**src/rtl/btb_pkg.sv**
```systemverilog
// Shared types and helpers for the branch prediction path (IF lookup and EX resolution).
package btb_pkg;

   localparam int unsigned INSTR_BYTES = 4;

   typedef struct packed {
      logic [31:0] pc;
      logic        hit;
      logic        taken;
      logic [31:0] target;
   } pred_entry_t;

   // Next fetch PC implied by a BTB lookup result.
   function automatic logic [31:0] next_pc(input logic        hit,
                                           input logic        taken,
                                           input logic [31:0] target,
                                           input logic [31:0] pc);
      return (hit && taken) ? target : pc + 32'(INSTR_BYTES);
   endfunction

endpackage

```
**src/rtl/pred_fifo.sv**
```systemverilog
// Prediction queue between IF and EX; flush clears pointers in one cycle.
module pred_fifo #(
   parameter int unsigned DEPTH = 4,
   parameter type         T     = btb_pkg::pred_entry_t,
   localparam int unsigned AW   = $clog2(DEPTH)
) (
   input  logic        clk,
   input  logic        rst_n,
   input  logic        push_i,
   input  T            push_data_i,
   input  logic        pop_i,
   input  logic        flush_i,
   output T            head_o,
   output logic        full_o,
   output logic        empty_o,
   output logic [AW:0] count_o
);

   logic [AW:0] wr_ptr_q, wr_ptr_d;
   logic [AW:0] rd_ptr_q, rd_ptr_d;
   T            mem_q [DEPTH];

   // Extra MSB distinguishes full from empty when the indices match.
   assign empty_o = (wr_ptr_q == rd_ptr_q);
   assign full_o  = (wr_ptr_q[AW] != rd_ptr_q[AW]) &&
                    (wr_ptr_q[AW-1:0] == rd_ptr_q[AW-1:0]);
   assign count_o = wr_ptr_q - rd_ptr_q;
   assign head_o  = mem_q[rd_ptr_q[AW-1:0]];

   always_comb begin
      wr_ptr_d = wr_ptr_q;
      rd_ptr_d = rd_ptr_q;
      if (flush_i) begin
         wr_ptr_d = '0;
         rd_ptr_d = '0;
      end else begin
         if (push_i) wr_ptr_d = wr_ptr_q + 1'b1;
         if (pop_i)  rd_ptr_d = rd_ptr_q + 1'b1;
      end
   end

   always_ff @(posedge clk or negedge rst_n) begin
      if (!rst_n) begin
         wr_ptr_q <= '0;
         rd_ptr_q <= '0;
      end else begin
         wr_ptr_q <= wr_ptr_d;
         rd_ptr_q <= rd_ptr_d;
      end
   end

   always_ff @(posedge clk) begin
      if (push_i && !flush_i) mem_q[wr_ptr_q[AW-1:0]] <= push_data_i;
   end

endmodule

```
**src/rtl/btb_resolve.sv**
```systemverilog
// EX-stage branch resolution: compares queued predictions with actual outcomes,
// trains the BTB, redirects fetch on mispredict and keeps statistics.
module btb_resolve
   import btb_pkg::*;
#(
   parameter int unsigned DEPTH = 4,
   parameter int unsigned CNT_W = 32
) (
   input  logic             clk,
   input  logic             rst_n,
   input  logic             fetch_valid,
   output logic             fetch_ready,
   input  logic [31:0]      fetch_pc,
   input  logic             pred_valid,
   input  logic             pred_taken,
   input  logic [31:0]      pred_target,
   input  logic             ex_valid,
   input  logic             ex_is_branch,
   input  logic             ex_taken,
   input  logic [31:0]      ex_target,
   output logic             update,
   output logic [31:0]      updatePC,
   output logic [31:0]      updateTarget,
   output logic             mispredicted,
   output logic             redirect_valid,
   output logic [31:0]      redirect_pc,
   output logic             underflow,
   output logic [CNT_W-1:0] branch_count,
   output logic [CNT_W-1:0] mispredict_count
);

   localparam int unsigned AW = $clog2(DEPTH);

   pred_entry_t push_entry, head;
   logic        full, empty;
   logic [AW:0] count;
   logic        can_pop, push_ok, miss, do_update, branch_res;
   logic [31:0] pred_next, act_next;

   logic             update_q, update_d;
   logic             mispred_q, mispred_d;
   logic             redir_q, redir_d;
   logic [31:0]      upd_pc_q, upd_pc_d;
   logic [31:0]      upd_tgt_q, upd_tgt_d;
   logic [31:0]      redir_pc_q, redir_pc_d;
   logic             uflow_q, uflow_d;
   logic [CNT_W-1:0] br_cnt_q, br_cnt_d;
   logic [CNT_W-1:0] mp_cnt_q, mp_cnt_d;

   assign push_entry = '{pc: fetch_pc, hit: pred_valid, taken: pred_taken, target: pred_target};

   assign fetch_ready = (count != (AW+1)'(DEPTH));
   assign can_pop     = ex_valid && !empty;
   assign pred_next   = next_pc(head.hit, head.taken, head.target, head.pc);
   assign act_next    = (ex_is_branch && ex_taken) ? ex_target : head.pc + 32'(INSTR_BYTES);
   assign miss        = can_pop && (pred_next != act_next);
   assign do_update   = can_pop && (ex_is_branch || head.hit);
   assign branch_res  = can_pop && ex_is_branch;
   // A pop frees a slot this edge, so a push into a full queue is still safe;
   // anything fetched alongside a mispredict is wrong-path and dropped.
   assign push_ok     = fetch_valid && (fetch_ready || can_pop) && !miss;

   pred_fifo #(
      .DEPTH (DEPTH),
      .T     (pred_entry_t)
   ) u_fifo (
      .clk         (clk),
      .rst_n       (rst_n),
      .push_i      (push_ok),
      .push_data_i (push_entry),
      .pop_i       (can_pop),
      .flush_i     (miss),
      .head_o      (head),
      .full_o      (full),
      .empty_o     (empty),
      .count_o     (count)
   );

   always_comb begin
      update_d   = do_update;
      mispred_d  = miss;
      redir_d    = miss;
      upd_pc_d   = upd_pc_q;
      upd_tgt_d  = upd_tgt_q;
      redir_pc_d = redir_pc_q;
      uflow_d    = uflow_q || (ex_valid && empty);
      br_cnt_d   = br_cnt_q;
      mp_cnt_d   = mp_cnt_q;
      if (do_update) begin
         upd_pc_d  = head.pc;
         upd_tgt_d = ex_is_branch ? act_next : head.target;
      end
      if (miss) redir_pc_d = act_next;
      if (branch_res && (br_cnt_q != '1)) br_cnt_d = br_cnt_q + CNT_W'(1);
      if (miss && (mp_cnt_q != '1))       mp_cnt_d = mp_cnt_q + CNT_W'(1);
   end

   always_ff @(posedge clk or negedge rst_n) begin
      if (!rst_n) begin
         update_q   <= 1'b0;
         mispred_q  <= 1'b0;
         redir_q    <= 1'b0;
         upd_pc_q   <= '0;
         upd_tgt_q  <= '0;
         redir_pc_q <= '0;
         uflow_q    <= 1'b0;
         br_cnt_q   <= '0;
         mp_cnt_q   <= '0;
      end else begin
         update_q   <= update_d;
         mispred_q  <= mispred_d;
         redir_q    <= redir_d;
         upd_pc_q   <= upd_pc_d;
         upd_tgt_q  <= upd_tgt_d;
         redir_pc_q <= redir_pc_d;
         uflow_q    <= uflow_d;
         br_cnt_q   <= br_cnt_d;
         mp_cnt_q   <= mp_cnt_d;
      end
   end

   assign update           = update_q;
   assign mispredicted     = mispred_q;
   assign redirect_valid   = redir_q;
   assign updatePC         = upd_pc_q;
   assign updateTarget     = upd_tgt_q;
   assign redirect_pc      = redir_pc_q;
   assign underflow        = uflow_q;
   assign branch_count     = br_cnt_q;
   assign mispredict_count = mp_cnt_q;

endmodule

```
**config.mk**
```make
export PLATFORM = sky130hd
export DESIGN_NAME = btb_resolve
export DESIGN_NICKNAME = d
export VERILOG_FILES = /design/src/rtl/btb_pkg.sv /design/src/rtl/pred_fifo.sv /design/src/rtl/btb_resolve.sv
export SDC_FILE = /design/constraint.sdc
export NUM_CORES = 1
export LEC_CHECK = 0
export ABC_AREA = 1
export BUFFER_PORTS_ARGS = -buffer_cell sky130_fd_sc_hd__buf_2
export CAP_MARGIN = 5
export CORE_MARGIN = 2
export CORE_UTILIZATION = 55
export DETAILED_ROUTE_END_ITERATION = 7
export PLACE_DENSITY = 0.79
export REMOVE_ABC_BUFFERS = 1
export SKIP_CTS_REPAIR_TIMING = 1
export SLEW_MARGIN = 20
export SYNTH_ARGS = -nofsm -noshare
export SYNTH_HDL_FRONTEND = slang
export SYNTH_SLANG_ARGS = --single-unit
```
**constraint.sdc**
```tcl
create_clock -name clk -period 16.6 [get_ports clk]
set_input_delay 2.49 -clock clk [delete_from_list [all_inputs] [get_ports clk]]
set_output_delay 2.49 -clock clk [all_outputs]
set_load 0.005 [all_outputs]
```
# [Word level (Yosys, flattened, before mapping)]
# Memory sizes are Yosys's and may differ from the RTL's.
# Cells that the tools add are included.
# W data, S select, Z words.
[totals] mem_bits_rw=264 register_bits=169 out_inout_bits=165 mem_count=1
[op_classes] n_reduce_logical=19 n_mux=9 n_addsub=6 eq_ne=5
[memory_table] memory="u_fifo.mem_q" words=4 word_bits=66 rd=1 rd_clocked_by_memory_dff=0 wr=1 line_no="pred_fifo.sv:21" source="T mem_q [DEPTH];"
[ops] cell="$mux W32" n=3
[ops] cell="$add A32 B1 Y32 const B" n=2
[ops] cell="$ne A32 B32 Y1 const B" n=2
[ops] cell="$add A32 B3 Y32 const B" n=1
[ops] cell="$ne A32 B32 Y1" n=1
[ops] cell="$logic_and A1 B1 Y1" n=12
[ops] cell="$mux W3" n=4
[ops] cell="$add A3 B1 Y3 const B" n=2
[ops] cell="$reduce_bool A2 Y1" n=2
[ops] cell="$eq A3 B3 Y1" n=1
[ops] cell="$logic_or A1 B1 Y1" n=3
[ops] cell="$ne A3 B3 Y1 const B" n=1
[ops] cell="$sub A3 B3 Y3" n=1
[ops] cell="$logic_not A1 Y1" n=2
[ops] cell="$mux W1" n=2

# [Depth between registers and ports, before layout]
# An unclocked memory read counts as a cell.
[depth] ltp_word=10 mapped_depth=27 depth_no_buf=25

# [By module]
# A second synthesis with hierarchy kept.
[hier_totals] cells_unflattened=2679 hier_area_um2=22043.6
[by_module_without_submodules] module="pred_fifo" cells_each=1095 seq_area_each_um2=8077.7 n_inst=1 area_each_um2=11536.1
[by_module_without_submodules] module="btb_resolve" cells_each=1584 seq_area_each_um2=4078.9 n_inst=1 area_each_um2=10507.6

# [Least setup slack after synthesis]
# No wires, ideal clock.
[synth_timing] kind="input-to-reg" from="input ex_is_branch" to="memory u_fifo.mem_q[0][0] in the netlist's numbering (enable)" path_stages=15 slack_ns=9.047 t_arrival_ns=7.063 cell_sequence="clkbuf_1 nand2_1 clkbuf_1 or2_2 a21boi_1 nand2_1 nand3_1 nor2_1 nand3_1 nor2_1 nand3_2 nand2_2 buf_6 nand2_1 nor2_1"
[synth_between] elab_chain_cells=9
[synth_rtl] item="start, declared" line_no="btb_resolve.sv:18" source="input logic ex_is_branch,"
[synth_rtl] item="$logic_and A1 B1 Y1 *" line_no="btb_resolve.sv:55" source="assign act_next = (ex_is_branch && ex_taken) ? ex_target : head.pc + 32'(INSTR_BYTES);"
[synth_rtl] item="$mux W32 *" line_no="btb_resolve.sv:55"
[synth_rtl] item="$ne A32 B32 Y1 *" line_no="btb_resolve.sv:56" source="assign miss = can_pop && (pred_next != act_next);"
[synth_rtl] item="$logic_and A1 B1 Y1 *" line_no="btb_resolve.sv:56"
[synth_rtl] item="$logic_not A1 Y1 *" line_no="pred_fifo.sv:53, btb_resolve.sv:61"
[synth_rtl] item="$logic_and A1 B1 Y1" line_no="btb_resolve.sv:61" source="assign push_ok = fetch_valid && (fetch_ready || can_pop) && !miss;"
[synth_rtl] item="$logic_and A1 B1 Y1 *" line_no="pred_fifo.sv:53" source="if (push_i && !flush_i) mem_q[wr_ptr_q[AW-1:0]] <= push_data_i;"
[synth_rtl] item="$mux W1 *" line_no="pred_fifo.sv:53"
[synth_rtl] item="$mux W1 (implied by the code) *" line_no="pred_fifo.sv:53"
[synth_rtl] item="end, declared" line_no="pred_fifo.sv:21"
# Mark *: on every way between the ends. The rest lies on a longest branch, timed or not.

# [Worst setup path after layout]
[layout_timing] from="input ex_is_branch" to="memory u_fifo.mem_q[2][45] in the netlist's numbering (enable)"
# Same word-level chain as after synthesis.

==> results.json <==
{
  "status": "completed",
  "htreeDepth": 2,
  "ys_seq_area_share_pct": 57.1,
  "cp.arrival_ns": 8.91,
  "dr_wl_met3_mm": 5.29,
  "leakagePower_nw": 11.1,
  "cap_violations": 0,
  "worstPathMaxFanout": 76,
  "clockPowerShare_pct": 23.5,
  "drt_pass1_iterations": 5,
  "grt_antenna_before_repair": 4,
  "io_pins": 269,
  "start_util_pct": 55.4,
  "num_rows": 72,
  "grt_pass1_vias": 17600,
  "min_path_type": "flop to flop",
  "p_per_area_mw_per_mm2": 184,
  "p_int_mw": 2.61,
  "endpoint_kind": "flop",
  "synthCells": 2456,
  "wl_met2_mm": 29.1,
  "syn_area_mm2": 0.0213,
  "fin_crit_sh_pct": 52.6,
  "die_area_mm2": 0.0403,
  "fillers": 3157,
  "cts_tree": "built",
  "slew_viol_final": 0,
  "switching_share_pct": 42.3,
  "drive_gt1_share_pct": 15.4,
  "drc": 0,
  "cp_top_family": "buffers and inverters",
  "gr-total-overflow": 0,
  "cts_sinks": 433,
  "cts_buffers": 44,
  "final_area_mm2": 0.0245,
  "peakVddDrop_mv": 0.112,
  "critPathMostFrequentCell": "buf_4",
  "yosys.area.top_type_share_pct": 37.3,
  "fin_worst_skew_ns": 0.0271,
  "port_buffers": 268,
  "wl_per_cell_um": 19.1,
  "drt_iter0_markers": 1812,
  "seqCellArea_mm2": 0.0122,
  "grt_pass1_wl_mm": 95.6,
  "gp_congestion": 0.946,
  "clock_tree.root_cell": "clkbuf_16",
  "synth_warnings": 0,
  "whs_ns": 0.473,
  "fin_crit_ns": 8.73,
  "p_seq_share_pct": 34.7,
  "startpoint_type": "input port",
  "cpPeakStageDelay_ns": 1.04,
  "slew_headroom_pct": 28.4,
  "fin_tns_setup_ns": 0,
  "setup_viol": 0,
  "critPathKind": "input port to flop",
  "routed.top_layer": "met5",
  "place_area_mm2": 0.0230,
  "die_y_um": 201,
  "fmax_mhz": 115,
  "ant_nets": 0,
  "area_growth_pct": 15.4,
  "multiInputGateArea_mm2": 0.00831,
  "path_cells": "buf_2 -> nand2_2 -> buf_4 -> clkinv_1 -> o21ai_0 -> xor2_1 -> a21oi_1 -> nand3_1 -> nor2_1 -> nand3_2 -> nand2_2 -> buf_4 -> nand2_1 -> nor2_4 -> buf_4",
  "grt_max_degree": 101,
  "cp_data_required_time_ns": 16.78,
  "clock_path_buffers": 3,
  "rsz0062_at_grt": "no",
  "reg2reg_setup_slack_ns": 8.50,
  "worstMarginPinSlew_ns": 1.07,
  "grt_util_all_layers_pct": 30.3,
  "die_x_um": 201,
  "dp_hpwl_mm": 42.0,
  "routed_via_density": 5.68,
  "layout.nets": 2794,
  "wl_met1_mm": 25.1,
  "vias": 18400,
  "avgSynthCellArea_um2": 8.66,
  "synth_seq_cells": 433,
  "path_buf_inv": 5,
  "synth_top_area_cell": "edfxtp_1",
  "cpMaxStageDelayCell": "clkinv_1",
  "drt_wl_total_mm": 61.8,
  "insertion_delay_ns": 0.58,
  "p_switching_mw": 1.91,
  "yosysUniqueCellTypes": 37,
  "hold_viol_final": 0,
  "synth_area_leaders": "edfxtp_1 37%, dfrtp_1 20%, nand2_1 18%, nand3_1 4.4%, o21ai_0 3.0%",
  "fp.coreArea_mm2": 0.0384,
  "power_frac_comb_pct": 41.8,
  "cts.clk_slew.worst_paths_ns": 0.06
}
==> cells by family after synthesis <==
| logic type | Yosys count | share of synthesized area (%) |
|---|---|---|
| fa+ha+maj | 10 | 0.588 |
| compound gates | 235 | 6.16 |
| xor+xnor | 69 | 2.84 |
| simple gates | 1506 | 29.2 |
| flops | 433 | 57.1 |
| buf+inv | 203 | 4.04 |
==> worst register-to-register path: cells and delay by family, from the launching register on <==
kind / cells / cell delay, ns
buf+inv: 7 / 3.05
flops: 1 / 0.76
fa+ha+maj: 1 / 0.18
simple gates: 18 / 3.61
==> Yosys cell counts (all sizes together) <==
master	instances
clkbuf	49
nand4	54
inv	93
nor2	168
nand3b	1
nand2	1030
buf	60
xnor2	20
xor2	49
a32oi	22
or2	25
a21boi	2
o21bai	1
a32o	4
nand3	187
nor4	14
o22ai	9
dfrtp	169
ha	10
clkinv	1
a21oi	55
o21ai	138
and2	2
edfxtp	264
a31oi	1
o22a	3
nor3	25
==> area by class of cell <==
class / count / area share, %
multi-input combinational: 1820 / 33.9
inverter: 94 / 1.45
sequential: 433 / 49.5
clock buffer: 56 / 5.09
timing repair buffer: 287 / 6.07
clock inverter: 26 / 1.32
antenna: 2 / 0.0204
tap: 518 / 2.64
==> final timing paths <==
path / start / to / depth (start not counted)
max: ex_is_branch / u_fifo.mem_q[2][45] / 15
min: underflow / underflow / 1
max reg2reg: u_fifo.rd_ptr_q[0] / u_fifo.mem_q[2][45] / 26
min reg2reg: underflow / underflow / 1
max in group asynchronous: rst_n / updateTarget[31] / 2
min in group asynchronous: rst_n / updateTarget[22] / 1
==> routing by layer <==
metal / vias up / global-route usage, %
met5: - / 0
met4: 2 / 13.6
met3: 137 / 4.45
met2: 920 / 49.7
met1: 8666 / 40.5
li1: 8667 / -
==> placed cells by master (no fill, tap or decap), drive strengths merged <==
cell / netlist / layout
nand2: 1030 / 1030
buf: 60 / 287
edfxtp: 264 / 264
nand3: 187 / 187
dfrtp: 169 / 169
nor2: 168 / 168
o21ai: 138 / 138
inv: 93 / 92
clkbuf: 49 / 56
a21oi: 55 / 55
nand4: 54 / 54
xor2: 49 / 49
nor3: 25 / 25
or2: 25 / 25
a32oi: 22 / 22
xnor2: 20 / 20
clkinv: 1 / 20
nor4: 14 / 14
ha: 10 / 10
o22ai: 9 / 9
bufinv: 0 / 7
a32o: 4 / 4
o22a: 3 / 3
diode: 0 / 2
and2: 2 / 2
a21boi: 2 / 2
o21bai: 1 / 1
nand3b: 1 / 1
a31oi: 1 / 1
clkinvlp: 0 / 1
==> power by group through the flow <==
stage / clock network, mW / logic (mW) / registers (mW)
2_1_floorplan: 0 / 1.17 / 1.58
3_3_place_gp: 0 / 1.80 / 1.57
3_5_place_dp: 0 / 1.86 / 1.58
4_1_cts: 1.07 / 1.87 / 1.57
5_1_grt: 1.12 / 2.10 / 1.59
6_report: 1.06 / 1.89 / 1.57
==> per-stage QoR <==
stage / instances / total power, mW / util (%) / worst slack (ns)
5_1_grt: 3236 / 4.81 / 64.0 / 7.65
3_5_place_dp: 3152 / 3.44 / 59.8 / 7.51
4_1_cts: 3234 / 4.51 / 63.9 / 8.11
6_report: 3236 / 4.53 / 64.0 / 7.87
3_3_place_gp: 3152 / 3.37 / 59.8 / 7.75
2_1_floorplan: 2347 / 2.75 / - / 5.37
==> state kept, by name, summed over array words and instances, names as in the netlist <==
name	cells
u_fifo.wr_ptr_q	3
underflow	1
updatePC	32
mispredict_count	32
update	1
updateTarget	32
u_fifo.rd_ptr_q	3
redirect_pc	32
redirect_valid	1
u_fifo.mem_q	264
branch_count	32
No activity file was read; power rests on OpenSTA's default activity.
